**config.mk**
```make
export PLATFORM = sky130hd
export DESIGN_NAME = load_store_unit_flat
export DESIGN_NICKNAME = d
export VERILOG_FILES = /design/src/rtl/load_store_unit_if.sv /design/src/rtl/load_store_unit.sv /design/src/flat_wrapper.sv
export SDC_FILE = /design/constraint.sdc
export NUM_CORES = 1
export LEC_CHECK = 0
export CORE_MARGIN = 2
export CORE_UTILIZATION = 30
export CTS_BUF_LIST = sky130_fd_sc_hd__clkbuf_4 sky130_fd_sc_hd__clkbuf_8
export DETAILED_ROUTE_END_ITERATION = 7
export PLACE_DENSITY = 0.63
export SLEW_MARGIN = 10
export SYNTH_ARGS = -nofsm -noshare
export SYNTH_HDL_FRONTEND = slang
export SYNTH_SLANG_ARGS = --single-unit
```
**constraint.sdc**
```tcl
create_clock -name clk -period 2.3 [get_ports clk]
set_input_delay 0.23 -clock clk [delete_from_list [all_inputs] [get_ports clk]]
set_output_delay 0.23 -clock clk [all_outputs]
set_load 0.02 [all_outputs]
```
**src/rtl/load_store_unit_if.sv**
```systemverilog
// Bundles the EX-stage request, data-memory port and writeback signals of
// the load/store unit. The slave view is the unit itself; the master view is
// the surrounding pipeline plus data memory.
interface load_store_unit_if #(
    parameter int ADDR_W = 8
);
    logic              req_valid;
    logic              req_ready;
    logic [5:0]        opcode;
    logic [31:0]       alu_result;
    logic [31:0]       rt_data;
    logic [4:0]        dest_reg;
    logic [ADDR_W-1:0] mem_addr;
    logic [31:0]       mem_wdata;
    logic [3:0]        mem_be;
    logic              mem_read;
    logic              mem_write;
    logic [31:0]       mem_rdata;
    logic              wb_valid;
    logic [4:0]        wb_reg;
    logic [31:0]       wb_data;
    logic              misalign_err;

    modport slave (
        input  req_valid, opcode, alu_result, rt_data, dest_reg, mem_rdata,
        output req_ready, mem_addr, mem_wdata, mem_be, mem_read, mem_write,
               wb_valid, wb_reg, wb_data, misalign_err
    );

    modport master (
        output req_valid, opcode, alu_result, rt_data, dest_reg, mem_rdata,
        input  req_ready, mem_addr, mem_wdata, mem_be, mem_read, mem_write,
               wb_valid, wb_reg, wb_data, misalign_err
    );
endinterface

```
**src/rtl/load_store_unit.sv**
```systemverilog
// Load/store unit: accepts one MIPS load/store at a time from EX, drives a
// word-addressed data memory with byte enables, and returns extended load
// data to writeback. Misaligned halfword/word accesses are dropped with a
// one-cycle fault pulse.
module load_store_unit #(
    parameter int ADDR_W      = 8,
    parameter int MEM_LATENCY = 1
) (
    input  logic              clk,
    input  logic              reset,
    load_store_unit_if.slave  bus
);
    localparam logic [5:0] OP_LB  = 6'h20;
    localparam logic [5:0] OP_LH  = 6'h21;
    localparam logic [5:0] OP_LW  = 6'h23;
    localparam logic [5:0] OP_LBU = 6'h24;
    localparam logic [5:0] OP_LHU = 6'h25;
    localparam logic [5:0] OP_SB  = 6'h28;
    localparam logic [5:0] OP_SH  = 6'h29;
    localparam logic [5:0] OP_SW  = 6'h2B;
    localparam logic [3:0] LAT    = 4'(MEM_LATENCY);

    typedef enum logic [1:0] {
        ST_IDLE   = 2'd0,
        ST_ACCESS = 2'd1,
        ST_WAIT   = 2'd2,
        ST_DONE   = 2'd3
    } state_t;

    state_t            state_r, state_s;
    logic [3:0]        cnt_r, cnt_s;
    logic [5:0]        op_r, op_s;
    logic [1:0]        off_r, off_s;
    logic [4:0]        dest_r, dest_s;
    logic [ADDR_W-1:0] mem_addr_r, mem_addr_s;
    logic [31:0]       mem_wdata_r, mem_wdata_s;
    logic [3:0]        mem_be_r, mem_be_s;
    logic              mem_read_r, mem_read_s;
    logic              mem_write_r, mem_write_s;
    logic              wb_valid_r, wb_valid_s;
    logic [4:0]        wb_reg_r, wb_reg_s;
    logic [31:0]       wb_data_r, wb_data_s;
    logic              misalign_r, misalign_s;

    logic              is_load_s, is_store_s, bad_align_s;
    logic [3:0]        st_be_s;
    logic [31:0]       st_wdata_s;

    // Upper byte-address bits fall outside the memory and wrap away.
    logic              unused_addr_s;
    assign unused_addr_s = ^bus.alu_result[31:ADDR_W+2];

    // Select the addressed byte/halfword and sign- or zero-extend it.
    function automatic logic [31:0] extract_load(
        input logic [5:0]  op,
        input logic [1:0]  off,
        input logic [31:0] rdata
    );
        logic [7:0]  b;
        logic [15:0] h;
        b = rdata[{off, 3'b000} +: 8];
        h = off[1] ? rdata[31:16] : rdata[15:0];
        case (op)
            OP_LB:   extract_load = {{24{b[7]}}, b};
            OP_LBU:  extract_load = {24'h000000, b};
            OP_LH:   extract_load = {{16{h[15]}}, h};
            OP_LHU:  extract_load = {16'h0000, h};
            OP_LW:   extract_load = rdata;
            default: extract_load = 32'h00000000;
        endcase
    endfunction

    // Classify the incoming opcode and build store lanes and alignment fault.
    always_comb begin
        is_load_s   = 1'b0;
        is_store_s  = 1'b0;
        bad_align_s = 1'b0;
        st_be_s     = 4'b1111;
        st_wdata_s  = bus.rt_data;
        case (bus.opcode)
            OP_LB, OP_LBU: begin
                is_load_s = 1'b1;
            end
            OP_LH, OP_LHU: begin
                is_load_s   = 1'b1;
                bad_align_s = bus.alu_result[0];
            end
            OP_LW: begin
                is_load_s   = 1'b1;
                bad_align_s = |bus.alu_result[1:0];
            end
            OP_SB: begin
                is_store_s = 1'b1;
                st_be_s    = 4'b0001 << bus.alu_result[1:0];
                st_wdata_s = {4{bus.rt_data[7:0]}};
            end
            OP_SH: begin
                is_store_s  = 1'b1;
                bad_align_s = bus.alu_result[0];
                st_be_s     = bus.alu_result[1] ? 4'b1100 : 4'b0011;
                st_wdata_s  = {2{bus.rt_data[15:0]}};
            end
            OP_SW: begin
                is_store_s  = 1'b1;
                bad_align_s = |bus.alu_result[1:0];
            end
            default: begin
                is_load_s  = 1'b0;
                is_store_s = 1'b0;
            end
        endcase
    end

    // Next-state and next-output logic of the access sequencer.
    always_comb begin
        state_s     = state_r;
        cnt_s       = cnt_r;
        op_s        = op_r;
        off_s       = off_r;
        dest_s      = dest_r;
        mem_addr_s  = mem_addr_r;
        mem_wdata_s = mem_wdata_r;
        mem_be_s    = mem_be_r;
        mem_read_s  = 1'b0;
        mem_write_s = 1'b0;
        wb_valid_s  = 1'b0;
        wb_reg_s    = wb_reg_r;
        wb_data_s   = wb_data_r;
        misalign_s  = 1'b0;
        case (state_r)
            ST_IDLE: begin
                if (bus.req_valid && (is_load_s || is_store_s)) begin
                    if (bad_align_s) begin
                        misalign_s = 1'b1;
                    end else begin
                        state_s     = ST_ACCESS;
                        op_s        = bus.opcode;
                        off_s       = bus.alu_result[1:0];
                        dest_s      = bus.dest_reg;
                        mem_addr_s  = bus.alu_result[ADDR_W+1:2];
                        mem_read_s  = is_load_s;
                        mem_write_s = is_store_s;
                        mem_be_s    = is_store_s ? st_be_s : 4'b1111;
                        mem_wdata_s = is_store_s ? st_wdata_s : mem_wdata_r;
                    end
                end else begin
                    state_s = ST_IDLE;
                end
            end
            ST_ACCESS: begin
                if (mem_read_r) begin
                    state_s = ST_WAIT;
                    cnt_s   = 4'd1;
                end else begin
                    state_s = ST_IDLE;
                end
            end
            ST_WAIT: begin
                if (cnt_r >= LAT) begin
                    state_s    = ST_DONE;
                    cnt_s      = 4'd0;
                    wb_valid_s = (dest_r != 5'd0);
                    wb_reg_s   = dest_r;
                    wb_data_s  = extract_load(op_r, off_r, bus.mem_rdata);
                end else begin
                    cnt_s = cnt_r + 4'd1;
                end
            end
            ST_DONE: begin
                state_s = ST_IDLE;
            end
            default: begin
                state_s = ST_IDLE;
                cnt_s   = 4'd0;
            end
        endcase
    end

    // State and output registers with synchronous reset.
    always_ff @(posedge clk) begin
        if (reset) begin
            state_r     <= ST_IDLE;
            cnt_r       <= 4'd0;
            op_r        <= 6'd0;
            off_r       <= 2'd0;
            dest_r      <= 5'd0;
            mem_addr_r  <= '0;
            mem_wdata_r <= 32'd0;
            mem_be_r    <= 4'd0;
            mem_read_r  <= 1'b0;
            mem_write_r <= 1'b0;
            wb_valid_r  <= 1'b0;
            wb_reg_r    <= 5'd0;
            wb_data_r   <= 32'd0;
            misalign_r  <= 1'b0;
        end else begin
            state_r     <= state_s;
            cnt_r       <= cnt_s;
            op_r        <= op_s;
            off_r       <= off_s;
            dest_r      <= dest_s;
            mem_addr_r  <= mem_addr_s;
            mem_wdata_r <= mem_wdata_s;
            mem_be_r    <= mem_be_s;
            mem_read_r  <= mem_read_s;
            mem_write_r <= mem_write_s;
            wb_valid_r  <= wb_valid_s;
            wb_reg_r    <= wb_reg_s;
            wb_data_r   <= wb_data_s;
            misalign_r  <= misalign_s;
        end
    end

    assign bus.req_ready    = (state_r == ST_IDLE) && !reset;
    assign bus.mem_addr     = mem_addr_r;
    assign bus.mem_wdata    = mem_wdata_r;
    assign bus.mem_be       = mem_be_r;
    assign bus.mem_read     = mem_read_r;
    assign bus.mem_write    = mem_write_r;
    assign bus.wb_valid     = wb_valid_r;
    assign bus.wb_reg       = wb_reg_r;
    assign bus.wb_data      = wb_data_r;
    assign bus.misalign_err = misalign_r;
endmodule

```
**src/flat_wrapper.sv**
```systemverilog
// flat-port wrapper written by rule: the top's interface ports become plain ports
module load_store_unit_flat 
#(
    parameter int ADDR_W      = 8,
    parameter int MEM_LATENCY = 1
)
  (clk, reset, bus_req_valid, bus_opcode, bus_alu_result, bus_rt_data, bus_dest_reg, bus_mem_rdata, bus_req_ready, bus_mem_addr, bus_mem_wdata, bus_mem_be, bus_mem_read, bus_mem_write, bus_wb_valid, bus_wb_reg, bus_wb_data, bus_misalign_err);
  load_store_unit_if #(.ADDR_W(ADDR_W)) bus_i ();
  input  logic clk;
  input  logic reset;
  input wire logic [$bits(bus_i.req_valid)-1:0] bus_req_valid;
  input wire logic [$bits(bus_i.opcode)-1:0] bus_opcode;
  input wire logic [$bits(bus_i.alu_result)-1:0] bus_alu_result;
  input wire logic [$bits(bus_i.rt_data)-1:0] bus_rt_data;
  input wire logic [$bits(bus_i.dest_reg)-1:0] bus_dest_reg;
  input wire logic [$bits(bus_i.mem_rdata)-1:0] bus_mem_rdata;
  output wire logic [$bits(bus_i.req_ready)-1:0] bus_req_ready;
  output wire logic [$bits(bus_i.mem_addr)-1:0] bus_mem_addr;
  output wire logic [$bits(bus_i.mem_wdata)-1:0] bus_mem_wdata;
  output wire logic [$bits(bus_i.mem_be)-1:0] bus_mem_be;
  output wire logic [$bits(bus_i.mem_read)-1:0] bus_mem_read;
  output wire logic [$bits(bus_i.mem_write)-1:0] bus_mem_write;
  output wire logic [$bits(bus_i.wb_valid)-1:0] bus_wb_valid;
  output wire logic [$bits(bus_i.wb_reg)-1:0] bus_wb_reg;
  output wire logic [$bits(bus_i.wb_data)-1:0] bus_wb_data;
  output wire logic [$bits(bus_i.misalign_err)-1:0] bus_misalign_err;
  assign bus_i.req_valid = bus_req_valid;
  assign bus_i.opcode = bus_opcode;
  assign bus_i.alu_result = bus_alu_result;
  assign bus_i.rt_data = bus_rt_data;
  assign bus_i.dest_reg = bus_dest_reg;
  assign bus_i.mem_rdata = bus_mem_rdata;
  assign bus_req_ready = bus_i.req_ready;
  assign bus_mem_addr = bus_i.mem_addr;
  assign bus_mem_wdata = bus_i.mem_wdata;
  assign bus_mem_be = bus_i.mem_be;
  assign bus_mem_read = bus_i.mem_read;
  assign bus_mem_write = bus_i.mem_write;
  assign bus_wb_valid = bus_i.wb_valid;
  assign bus_wb_reg = bus_i.wb_reg;
  assign bus_wb_data = bus_i.wb_data;
  assign bus_misalign_err = bus_i.misalign_err;
  load_store_unit #(.ADDR_W(ADDR_W), .MEM_LATENCY(MEM_LATENCY)) u_core (.clk(clk), .reset(reset), .bus(bus_i));
endmodule
```
Word level (Yosys, flattened, before mapping) --
Cells that the tools add are included.
Word-level totals: output and inout port bits 86, logic and storage cells 80, memory bits (read-only) 0, memories kept 0, latch bits 0, register bits after elaboration 104, RAM bits 0, input port bits 110
Cells by class: muxes and demuxes 18, divide/modulo/power cells 0, shift operators 2, bitwise gates (word level) 5, $lt $le $gt $ge 1, reductions and logical operators 20, $mul 0, equal/unequal tests 19, add/subtract/negate cells 1
Operators with widths (count):
- 32-bit case mux with 5 select lines | 1
- 6-bit equality test (second input constant) | 13
- 32-bit case mux with 2 select lines | 1
- 32-bit by 6-bit indexed part select with 8-bit output | 1
- 16-bit 2-to-1 mux | 1
- 4-bit 2-to-1 mux | 4
- 4-bit case mux with 2 select lines | 2
- 3-bit OR reduction | 4
- 2-bit 2-to-1 mux | 4
- 2-bit case mux with 4 select lines | 1
- 2-bit AND reduction | 3
- 1-bit NOT | 5
- 5-bit nonzero test | 1
- 5-bit OR reduction | 1
- 4-bit by 1-bit adder with 4-bit output (second input constant) | 1
- 2-bit equality test (second input constant) | 2
- 4-bit by 1-bit >= comparator with 1-bit output (second input constant) | 1
- 2-bit by 1-bit != test with 1-bit output (second input constant) | 2
- 4-bit AND reduction | 1
- 2-bit OR reduction | 2
- 4-bit OR reduction | 1
- 1-bit by 2-bit << shifter with 4-bit output (first input constant) | 1
- 1-bit 2-to-1 mux | 3
- 3-bit != test (second input constant) | 1
- other kinds (8) | 9

Longest topological paths before layout --
Gate-level depths: netlist of the first run.
depth in word-level cells 7, mapped depth 7, gate-level depth less buffers 6

Worst setup path after synthesis of the first run --
No wires, ideal clock.
kind flip-flop to flip-flop, start point register u_core.cnt_r[1], end point register u_core.wb_data_r[0], in the netlist u_core.bus.wb_data[0], path buffers 1, setup slack 435 ps, stages on the path, launching flop included 8, arrival time 1743 ps, cells stage by stage dfxtp_1 inv_1 ha_1 nor4b_1 nor3_1 and2_0 clkbuf_1 a221o_1
On the way: cells in the longest elaborated chain, start to end 2
RTL lines:
- from (decl) | RTL line load_store_unit.sv:31 | logic [3:0] cnt_r, cnt_s;
- from (signal assigned) | RTL line load_store_unit.sv:198 | cnt_r <= cnt_s;
- 4-bit by 1-bit >= comparator with 1-bit output | RTL line load_store_unit.sv:159 | if (cnt_r >= LAT) begin
- 2-bit AND reduction (no line)
- to (signal assigned) | RTL line load_store_unit.sv:209 | wb_data_r <= wb_data_s;
- to (decl) | RTL line load_store_unit.sv:42 | logic [31:0] wb_data_r, wb_data_s;
Every way passes these cells. A chain may end at the register's enable or synchronous reset.

Worst setup path in the final report of the first run --
start point register u_core.op_r[2], end point register u_core.wb_data_r[21], in the netlist u_core.bus.wb_data[21]
On the way: cells in the longest elaborated chain, start to end 2, elaborated cells between the ends (all ways) 6
RTL lines:
- from (decl) | RTL line load_store_unit.sv:32 | logic [5:0] op_r, op_s;
- from (signal assigned) | RTL line load_store_unit.sv:199 | op_r <= op_s;
- 6-bit equality test | RTL line load_store_unit.sv:63 | case (op)
- 32-bit case mux with 5 select lines (*) | RTL line load_store_unit.sv:63
Mark *: on every way between the ends. The rest lies on a longest branch, timed or not.

==> impl_metrics.ini, run 1 <==
[place]
hpwl_microns = 11800
place_ws_ps = -59.1
dp_cells = 880
numPortBuffers = 173
gp_congestion = 0.837

[timing]
relSlewSlack_pct = 26.7
tightest_slew_ps = 1100
rsz0062_at_grt = false
period_needed_ps = 2000
hold_viol = 0
fin_crit_sh_pct = 87.1
clock-skew-final_ps = 17.0
max_freq_mhz = 499
slew_viol_final = 0
setup_slack_ps = 297
setup_viol = 0

[logic_synthesis]
synth-seq-area-share_pct = 42.1
synth-compound-area-share_pct = 23.9
synth_ff_type = dfxtp_1
yosysWarnings = 0
synthMuxAreaShare_pct = 14.1
syn_area_per_cell_sq_um = 9.69
async_reset_ff_share_pct = 0
yosys-top-cells-area = dfxtp_1 (42%), mux2i_1 (8.3%), o2bb2ai_1 (4.4%), a21oi_1 (3.2%), mux4_2 (3.2%)
syn-num-nets = 624
yosysTopAreaCellShare_pct = 42.1
synth_seq_cells = 104
synthXorXnorAreaFrac_pct = 0
syn_inst = 511
synth_top_area_cell = dfxtp_1
synth-simple-area-share_pct = 13.8
syn-cell-area_sq_um = 4950
synth_edf_count = 0
synth_top_family_by_area = compound AO/OA/AOI/OAI gates
synth-adder-area-share_pct = 0.758
synth_cell_types = 58

[run_status]
status = finished clean

[grt]
grt-ovfl-total = 0
antenna_found_initial = 0
grt_max_degree = 46
grt_usage_pct = 18.3
first_global_vias = 4835
grt_pass1_wl_microns = 25900

[floorplan]
top_level_ports = 196
die_h_microns = 132
die_w_microns = 132
start_util_pct = 30.9
rows = 46
die_area_sq_um = 17500
core-area_sq_um = 16000

[power]
power_leakage_nw = 2.52
power_w = 0.00359
p_per_area_nw_per_um2 = 496
ir_drop_mv = 0.260

[critical_path]
crit_type = reg2reg
worstPathArrival_ps = 2320
worst_setup_path_end_kind = register
worstRegToRegCells = 4
crit_path_max_fanout = 25
crit_required_ps = 2610
critPathLaunchType = register

[cts]
cts_tree = yes
cts.sinks = 104
hold_buffers = 0
numCtsBuffers = 9
htree_levels = 3
ctsResizeCount = 0
cts_root_buf = clkbuf_8
clock_path_buffers = 2
clk_latency_ps = 390
post-cts-setup-buffers = 0
clk_pin_slew_worst_paths_ps = 110

[drt]
wl_per_cell_microns = 18.1
post-route-drc-count = 0
num_vias = 4764
ant_nets = 0
via_per_inst = 5.32
dr.pass1.iters = 4
wirelength_microns = 16200
drtIter0Drc = 348

[cells_and_area]
layout_common_cells = clkdlybuf4s50_1 (172), dfxtp_1 (104), mux2i_1 (40)
final_nets = 788
layout.cells.non_filler = 896
final_common_cell = clkdlybuf4s50_1
n_antenna_cell = 0
fill_cells = 1553
drive_above_1_share_pct = 11.2
area_delta_synth_final_pct = 45.9

[worst_hold_path]
hold_depth = 2
min_path_type = in2reg

[flow_run]
cap_violations = 0
==> power by group <==
part / total, W / internal (W) / switching (W) / leakage, nW
clock: 0.00133 / 0.000647 / 0.000681 / 0.113
combinational: 0.000439 / 0.000229 / 0.000210 / 1.57
sequential: 0.00182 / 0.00181 / 0.00000840 / 0.838
==> worst paths after layout <==
path,startpoint,slack (ps),endpoint
setup reg to reg,u_core.op_r[2],300,u_core.bus.wb_data[21]
setup / recovery,u_core.op_r[2],300,u_core.bus.wb_data[21]
hold / removal,reset,220,u_core.bus.mem_read
hold reg to reg,u_core.bus.mem_wdata[3],460,u_core.bus.mem_wdata[3]
==> stage by stage <==
stage / util [%] / setup TNS, ps / instance area [sq um] / hold WS (ps)
after floorplan: - / 0 / 4950 / 309
after global placement: 43.7 / 0 / 6990 / 443
after detailed placement: 43.7 / -130 / 6990 / 446
after CTS: 45.1 / 0 / 7220 / 195
after global routing: 45.2 / 0 / 7220 / 223
final: 45.2 / 0 / 7220 / 225
==> cells in the mapped netlist, drive strengths merged (16+ instances only) <==
| cell type | count |
|---|---|
| dfxtp | 104 |
| mux2i | 41 |
| a21oi | 32 |
| clkbuf | 31 |
| nand2 | 29 |
| nand3 | 26 |
| o2bb2ai | 25 |
| o21ai | 24 |
| a22oi | 20 |
| buf | 20 |
| nor2 | 18 |
| o31ai | 16 |
==> critical path, stage by stage (launching register included) <==
cell and delay [ps]:
dfxtp_1 380, or4b_4 570, nor2_1 330, o21ai_2 390
o2bb2ai_1 260
==> cells by family (layout without fill, tap and decap cells) <==
logic type,Yosys count,after routing
fa+ha+maj,3,3
flops,104,104
mux,58,58
simple gates,125,125
compound gates,163,163
buf+inv,58,227
==> area by class of cell <==
type,count,area [sq um],area share [%]
multi-input combinational,349,2610,36.1
sequential,104,2080,28.8
timing repair buffer,204,2010,27.8
tap,216,270,3.74
clock buffer,10,138,1.91
clock inverter,6,90.1,1.25
inverter,7,26.3,0.364
==> routing by layer <==
metal	wire length [microns]	part of all wire [%]	GRT usage (%)	vias up
met5	0	0	0	-
met1	6740	42	22.0	2268
met4	331	2.0	6.69	0
li1	-	-	-	2276
met3	1540	9.5	6.63	24
met2	7600	47	30.0	196
Power figures use the tool's default switching activity.
==> inputs of run 2 (changes only) <==
--- a/config.mk
+++ b/config.mk
@@ -8,8 +8,10 @@
 export CORE_MARGIN = 2
 export CORE_UTILIZATION = 30
 export CTS_BUF_LIST = sky130_fd_sc_hd__clkbuf_4 sky130_fd_sc_hd__clkbuf_8
+export CTS_CLUSTER_SIZE = 30
 export DETAILED_ROUTE_END_ITERATION = 7
 export PLACE_DENSITY = 0.63
+export SKIP_CTS_REPAIR_TIMING = 1
 export SLEW_MARGIN = 10
 export SYNTH_ARGS = -nofsm -noshare
 export SYNTH_HDL_FRONTEND = slang
==> constraint.sdc (replaced) <==
create_clock -name clk -period 2.5 [get_ports clk]
set_input_delay 0.25 -clock clk [delete_from_list [all_inputs] [get_ports clk]]
set_output_delay 0.25 -clock clk [all_outputs]
set_load 0.02 [all_outputs]
==> run 2 against run 1 <==
Compared with the run above:
- critical endpoint unchanged
- core utilization fell by 0.73 points
- maximum frequency decreased by 2.7%
- flip-flop and latch count stayed put
==> impl_metrics.ini, run 2 (same netlist as run 1, synthesis figures left out) <==
[grt]
grt_pass1_wl_microns = 25100
grt-ovfl-total = 0
first_global_vias = 4723
grt_max_degree = 64
grt_usage_pct = 17.8
antenna_found_initial = 0

[power]
p_int_w = 0.00228
pwr-share-comb_pct = 12.7
p_sw_w = 0.000836
p_clk_share_pct = 33.5
ir_drop_mv = 0.209
netSwitchingFraction_pct = 26.8
seqPwrFrac_pct = 53.8
p_per_area_nw_per_um2 = 438
power_leakage_nw = 2.47
power_w = 0.00311

[timing]
rsz0062_at_grt = false
slew_viol_final = 0
setup_viol = 0
hold_viol = 0
tightest_slew_ps = 996
setup_tns_ps = 0
clock-skew-final_ps = 14.2
period_needed_ps = 2060
max_freq_mhz = 486
fin_crit_sh_pct = 82.3
relSlewSlack_pct = 33.6

[drt]
post-route-drc-count = 0
wirelength_microns = 15900
drtIter0Drc = 266
met3_length_microns = 1620
num_vias = 4695
met2_length_microns = 7420
dr.pass1.iters = 5
routed.top_layer = met4
drt-met1-wl_microns = 6610
wl_per_cell_microns = 17.8
ant_nets = 0
via_per_inst = 5.28

[cts]
cts.sinks = 104
htree_levels = 3
cts_tree = yes
clk_pin_slew_worst_paths_ps = 110
clk_latency_ps = 380
clock_path_buffers = 2
cts_root_buf = clkbuf_8
numCtsBuffers = 9

[critical_path]
cp_slowest_cell = mux2i_2
worstPathArrival_ps = 2370
path_cells = mux2i_1, mux2i_2, a22oi_1, o2bb2ai_1
slowest_delay_ps = 710
path_delay_family = multiplexers
crit_required_ps = 2810
critPathLaunchType = register
critPathBufInv = 0
worst_setup_path_end_kind = register
crit_path_max_fanout = 16
crit_type = reg2reg

[cells_and_area]
final_nets = 782
n_antenna_cell = 0
regArea_sq_um = 2080
design_area_sq_um = 7110
layout_common_cells = clkdlybuf4s50_1 (172), dfxtp_1 (104), mux2i_1 (40)
area_delta_synth_final_pct = 43.6
fill_cells = 1567
drive_above_1_share_pct = 10.5
multi_input_area_sq_um = 2610
final_common_cell = clkdlybuf4s50_1

[floorplan]
die_h_microns = 132
core-area_sq_um = 16000
die_area_sq_um = 17500
rows = 46
start_util_pct = 30.9
top_level_ports = 196
die_w_microns = 132

[place]
numPortBuffers = 173
dpl-instance-area_sq_um = 6910
gp_congestion = 0.869
hpwl_microns = 11600

[worst_hold_path]
min_path_type = in2reg

[run_status]
status = finished clean

[flow_run]
cap_violations = 0
[run 2: cell types whose count changed in the layout (fill, tap and decap cells not counted), sizes merged]
| cell | previous run | this run |
|---|---|---|
| bufinv | 2 | 0 |
| buf | 32 | 26 |
| clkinv | 4 | 5 |
| inv | 6 | 8 |
| clkinvlp | 1 | 0 |
[run 2: path summary, 6_finish.rpt]
path | from | end | slack, ps | cells past startpoint
worst max-delay path | u_core.off_r[1] | u_core.bus.wb_data[21] | 440 | 4
worst min-delay path | reset | u_core.bus.wb_valid | 210 | 3
worst max register to register | u_core.off_r[1] | u_core.bus.wb_data[21] | 440 | 4
worst min register to register | u_core.bus.mem_wdata[2] | u_core.bus.mem_wdata[2] | 470 | 2
[run 2: cell type report]
type                       count  share of cell area, %
multi-input combinational    349                   36.8
clock buffer                  10                   1.94
clock inverter                 6                  0.722
timing repair buffer         198                   27.1
inverter                       7                  0.370
tap                          216                   3.80
sequential                   104                   29.3
[run 2: tightest hold or removal path, stage by stage]
cell and delay (ps):
buf_2 110, nor3_2 80, o21a_1 110
[run 2: power groups by stage]
stage / Combinational, W / Sequential, W / Clock, W
after global routing: 0.000421 / 0.00168 / 0.00115
after CTS: 0.000392 / 0.00168 / 0.00108
after floorplan: 0.000161 / 0.00172 / 0
after detailed placement: 0.000390 / 0.00171 / 0
after global placement: 0.000386 / 0.00171 / 0
final: 0.000394 / 0.00167 / 0.00104
[run 2: stage by stage]
stage / utilization [%] / setup WS (ps) / hold slack, ps / cells
6_report: 44.4 / 442 / 210 / 890
5_1_grt: 44.4 / 284 / 214 / 890
4_1_cts: 44.4 / 176 / 276 / 890
3_5_place_dp: 43.2 / 124 / 447 / 874
3_3_place_gp: 43.2 / 205 / 443 / 874
2_1_floorplan: - / 635 / 329 / 511
[run 2: layer usage]
layer	up-vias	track usage [%]
met3	17	6.48
met5	-	0
met2	190	29.2
li1	2264	-
met1	2224	21.5
met4	0	6.21
==> RTL change 1, RTL diff (flow settings as in run 1) <==
Encoding of `state_t`: now one-hot (4 bits for 4 states).
--- a/src/rtl/load_store_unit.sv
+++ b/src/rtl/load_store_unit.sv
@@ -20,11 +20,11 @@
     localparam logic [5:0] OP_SW  = 6'h2B;
     localparam logic [3:0] LAT    = 4'(MEM_LATENCY);
 
-    typedef enum logic [1:0] {
-        ST_IDLE   = 2'd0,
-        ST_ACCESS = 2'd1,
-        ST_WAIT   = 2'd2,
-        ST_DONE   = 2'd3
+    typedef enum logic [3:0] {
+        ST_IDLE   = 4'b0001,
+        ST_ACCESS = 4'b0010,
+        ST_WAIT   = 4'b0100,
+        ST_DONE   = 4'b1000
     } state_t;
 
     state_t            state_r, state_s;
Check against the original RTL: same outputs for any inputs over 4 cycles, from zero or initial values and one cycle with reset high; so few cycles prove little.
==> RTL change 1 against run 1 <==
- power grew 1.4%
- sequential cell count grew 2
- routed wire length grew 3.2%
- fmax shrank 7.3%
- core utilization shrank 0.83 points
- non-clock buffer count grew 2
- area after synthesis grew 1.1%
- worst setup slack lost 0.16 ns
- clock skew shrank 0.0064 ns
- combinational power grew 4%
- critical path depth shrank 1
- final area grew 1.0%
==> RTL change 1: results (changes against run 1) <==
Detailed Place HPWL 12200 um (+3.0%); global-route wire length before repair 26700 um (+2.9%); Fillers 1591 (+2.4%); largest net degree at the start of global routing 53 (+15%); P_int 2640 uW (-1.9%); number of DRC markers in iteration 0 191 (-45%); vias in the first global route 4919 (+1.7%); Synth area leaders dfxtp_1 42%, mux2i_1 12%, o2bb2ai_1 5.4%, a2bb2oi_1 3.0%, nand3_1 2.8%; worst clock skew 0.0106 ns (-0.00638 ns); status finished, final reports clean; crit path capture bus_req_ready; Hold EP u_core.bus.mem_addr[7]$_SDFFE_PP0P_; CP Class register to output pin; Worst path top cell family by delay buffers and inverters; Arr. time, crit path 1.93 ns (-0.39 ns); Mapped Cells 525 (+2.7%); max incr delay on CP 0.60 ns (+0.03 ns); DRT Wirelength 16700 um (+3.2%); met1 Use GR 23.7% (+1.6 points); met3 usage 6.32% (-0.31 points); DR WL met2 7850 um (+3.2%); register-to-register setup slack 0.24 ns (-0.06 ns); met1 wire length 7450 um (+10%); final net count 805 (+2.2%); Crit Reg-Reg Endpoint u_core.bus.wb_data[9]$_SDFFE_PP0P_; GRT Total Usage 18.9% (+0.60 points); Met3 Routed Length 1270 um (-17%); r2r startpoint u_core.op_r[3]$_SDFFE_PP0P_; critical path peak fanout 5 (-80%); met2 Usage GRT 31.3% (+1.3 points); Synth top cells by count 106 x dfxtp_1, 61 x mux2i_1, 33 x clkbuf_1; Placed Area 7070 um2 (+1.1%); crit path from u_core.state_r[3]$_SDFFE_PP0P_; Crit-path slowest cell clkdlybuf4s50_1; hold_ws 0.0941 ns (-0.131 ns)
[RTL change 1: cell types whose count changed after synthesis, moves of 7 or more]
cell,before,now
mux2i_1,41,61
a22oi_1,20,2
a2bb2oi_1,0,17
nor3_1,7,19
nand4_1,9,0
a21oi_1,32,25
and3_1,9,2
[RTL change 1: worst register-to-register path, cell delays in order, from the launching register on]
cell and delay (ns):
dfxtp_1 0.36, or4b_1 0.61, nor4b_2 0.72, a221oi_1 0.15, o2bb2ai_1 0.17
[RTL change 1: layout make-up]
| class | instances | area (um2) | share of cell area [%] |
|---|---|---|---|
| clock buffers | 9 | 124 | 1.70 |
| clock inverters | 7 | 108 | 1.47 |
| inverters | 10 | 37.5 | 0.514 |
| multi-input cells | 359 | 2650 | 36.2 |
| flip-flops and latches | 106 | 2120 | 29.1 |
| well taps | 220 | 275 | 3.77 |
| repair buffers | 206 | 1990 | 27.2 |
[RTL change 1: kinds of logic (layout without fill, tap and decap cells)]
| kind of cell | Yosys count | in the layout | share of synthesized area [%] |
|---|---|---|---|
| compound gates | 173 | 173 | 25.9 |
| simple gates | 119 | 119 | 12.8 |
| mux | 64 | 64 | 13.1 |
| flops | 106 | 106 | 42.4 |
| fa+ha+maj | 3 | 3 | 0.750 |
| buf+inv | 60 | 232 | 5.10 |
[RTL change 1: power by group through the flow]
| stage | logic [uW] | registers, uW | clock network, uW |
|---|---|---|---|
| 6_report | 457 | 1860 | 1320 |
| 5_1_grt | 494 | 1860 | 1420 |
| 4_1_cts | 458 | 1860 | 1360 |
| 3_5_place_dp | 456 | 1900 | 0 |
| 3_3_place_gp | 449 | 1900 | 0 |
| 2_1_floorplan | 186 | 1900 | 0 |
==> RTL change 2, RTL diff (settings of run 1) <==
Made on the original files. `ADDR_W` is set to 8 in 3 places; all go to 6.
--- a/src/rtl/load_store_unit_if.sv
+++ b/src/rtl/load_store_unit_if.sv
@@ -2,7 +2,7 @@
 // the load/store unit. The slave view is the unit itself; the master view is
 // the surrounding pipeline plus data memory.
 interface load_store_unit_if #(
-    parameter int ADDR_W = 8
+    parameter int ADDR_W = 6
 );
     logic              req_valid;
     logic              req_ready;
--- a/src/rtl/load_store_unit.sv
+++ b/src/rtl/load_store_unit.sv
@@ -3,7 +3,7 @@
 // data to writeback. Misaligned halfword/word accesses are dropped with a
 // one-cycle fault pulse.
 module load_store_unit #(
-    parameter int ADDR_W      = 8,
+    parameter int ADDR_W      = 6,
     parameter int MEM_LATENCY = 1
 ) (
     input  logic              clk,
--- a/src/flat_wrapper.sv
+++ b/src/flat_wrapper.sv
@@ -1,7 +1,7 @@
 // flat-port wrapper written by rule: the top's interface ports become plain ports
 module load_store_unit_flat 
 #(
-    parameter int ADDR_W      = 8,
+    parameter int ADDR_W      = 6,
     parameter int MEM_LATENCY = 1
 )
   (clk, reset, bus_req_valid, bus_opcode, bus_alu_result, bus_rt_data, bus_dest_reg, bus_mem_rdata, bus_req_ready, bus_mem_addr, bus_mem_wdata, bus_mem_be, bus_mem_read, bus_mem_write, bus_wb_valid, bus_wb_reg, bus_wb_data, bus_misalign_err);
Ports: changed (resized bus_mem_addr); port bits go from 196 to 194. The function was not compared with the original's and may differ.
==> RTL change 2 against run 1 <==
- area after synthesis rose by 1.5%
- routed wire length rose by 8.3%
- critical endpoint is now u_core.bus.wb_data[15]$_SDFFE_PP0P_
- sequential share of layout area fell by 0.79 points
- core utilization fell by 0.91 points
- worst setup slack got worse by 0.13 ns
- final area rose by 0.83%
- power fell by 5.5%
- sequential cell count fell by 2
- clock power fell by 14%
- clock skew fell by 0.0068 ns
==> RTL change 2: results (changes against run 1) <==
Mapped Cells 561 (+9.8%); Met3 Routed Length 1650 um (+7.2%); Synth area leaders dfxtp_1 41%, mux2i_1 6.2%, o31ai_1 3.7%, o21ai_0 3.7%, a21oi_1 3.3%; critical path peak fanout 9 (-64%); Crit-path slowest cell nor4b_2; register-to-register setup slack 0.16 ns (-0.13 ns); met3 usage 7.31% (+0.68 points); drt via density 5.50 (+3.4%); max_slew headroom 40.6% (+14 points); hold path depth 3 (+1); start point of the worst min-delay path bus_alu_result[4]; max incr delay on CP 0.63 ns (+0.06 ns); hold_ws 0.402 ns (+0.178 ns); Clock Pin Slew Worst Setup and Hold Paths 0.10 ns; worst clock skew 0.0102 ns (-0.00677 ns); uppermost layer routed met4; Arr. time, crit path 2.40 ns (+0.08 ns); Detailed Place HPWL 12700 um (+7.6%); Post-Syn Nets 674 (+8.0%); count of cell types in the netlist 63 (+8.6%); achievable frequency 0.468 GHz (-6.2%); RePlAce Congestion 0.833 (-0.53%); status finished, final reports clean; drt pass-1 iters 4 (unchanged); Peak VDD IR 384 uV (+48%); crit path from u_core.cnt_r[1]$_SDFFE_PP0P_; met1 wire length 7560 um (+12%); Placed Cells 932 (+5.9%); n_diodes 0 (unchanged); clk buf depth 2 (unchanged); Clock Power Share 33.6% (-3.4 points); H-Tree Level Count 3 (unchanged); number of DRC markers in iteration 0 396 (+14%); final net count 836 (+6.1%); GRT Total Usage 19.5% (+1.2 points); Synth top cells by count 102 x dfxtp_1, 42 x nand2_1, 40 x clkbuf_1; global-route wire length before repair 28000 um (+7.8%); Sw Share 25.8% (+0.71 points); async set or reset register ratio after synthesis 0% (unchanged); Seq/Total Area, Yosys 40.6% (-1.4 points); DR WL met2 8160 um (+7.4%); layout cell share with drive strength beyond 1 9.90% (-1.3 points); depth of the most critical reg-to-reg path 6 (+2); PortBufs 169 (-2.3%); Crit Reg-Reg Endpoint u_core.bus.wb_data[15]$_SDFFE_PP0P_; met2 Usage GRT 31.5% (+1.5 points); initial antenna violation count 0 (unchanged); met1 Use GR 24.6% (+2.6 points); total sequential power 1800 uW; Fillers 1592 (+2.5%); Hold EP u_core.bus.mem_addr[2]$_SDFFE_PP0P_; Leakage 0.00251 uW (-0.63%); WL/cell 18.5 um (+2.5%); largest net degree at the start of global routing 85 (+85%); final cell count without fillers 947 (+5.7%); Setup crit end kind register; Placed Area 7100 um2 (+1.5%)
RTL change 2: cell types whose count changed after synthesis, moves of 9 or more:
cell / run 1 / this run
a311oi_1: 3 / 12
a31oi_1: 0 / 26
clkbuf_1: 31 / 40
mux2i_1: 41 / 31
nand2_1: 29 / 42
nand4_1: 9 / 25
nor2b_1: 10 / 19
o21ai_0: 22 / 37
o2bb2ai_1: 25 / 7
o31ai_1: 16 / 25
RTL change 2: metrics by stage:
stage | utilization, % | setup slack [ns] | total power (uW)
final | 44.2 | 0.165 | 3390
after global routing | 44.2 | 0.0314 | 3520
after CTS | 44.2 | 0.166 | 3420
after detailed placement | 43.1 | -0.0251 | 2290
after global placement | 43.1 | 0.0773 | 2280
after floorplan | - | 0.292 | 2010
RTL change 2: layout make-up:
class	instances	area, um2	share of cell area, %
Clock inverter	6	62.6	0.859
Tap cell	220	275	3.78
Inverter	5	18.8	0.258
Clock buffer	9	124	1.70
Multi-Input combinational cell	399	2750	37.7
Timing Repair Buffer	206	2010	27.7
Sequential cell	102	2040	28.0
RTL change 2: critical path, delay by kind of cell, from the launching register on:
kind,cells,cell delay (ns)
AO/OA/AOI/OAI,1,0.28
flip-flops,1,0.37
adder cells (fa/ha/maj),1,0.21
buffers and inverters,1,0.07
AND/OR/NAND/NOR,3,1.10
RTL change 2: kinds of logic (layout without fill, tap and decap cells):
logic type / after synthesis / after routing / share of synthesized area (%)
flip-flops: 102 / 102 / 40.6
adder cells (fa/ha/maj): 3 / 3 / 0.747
buffers and inverters: 60 / 226 / 4.88
multiplexers: 34 / 34 / 7.07
AND/OR/NAND/NOR: 151 / 151 / 17.5
AO/OA/AOI/OAI: 211 / 211 / 29.2
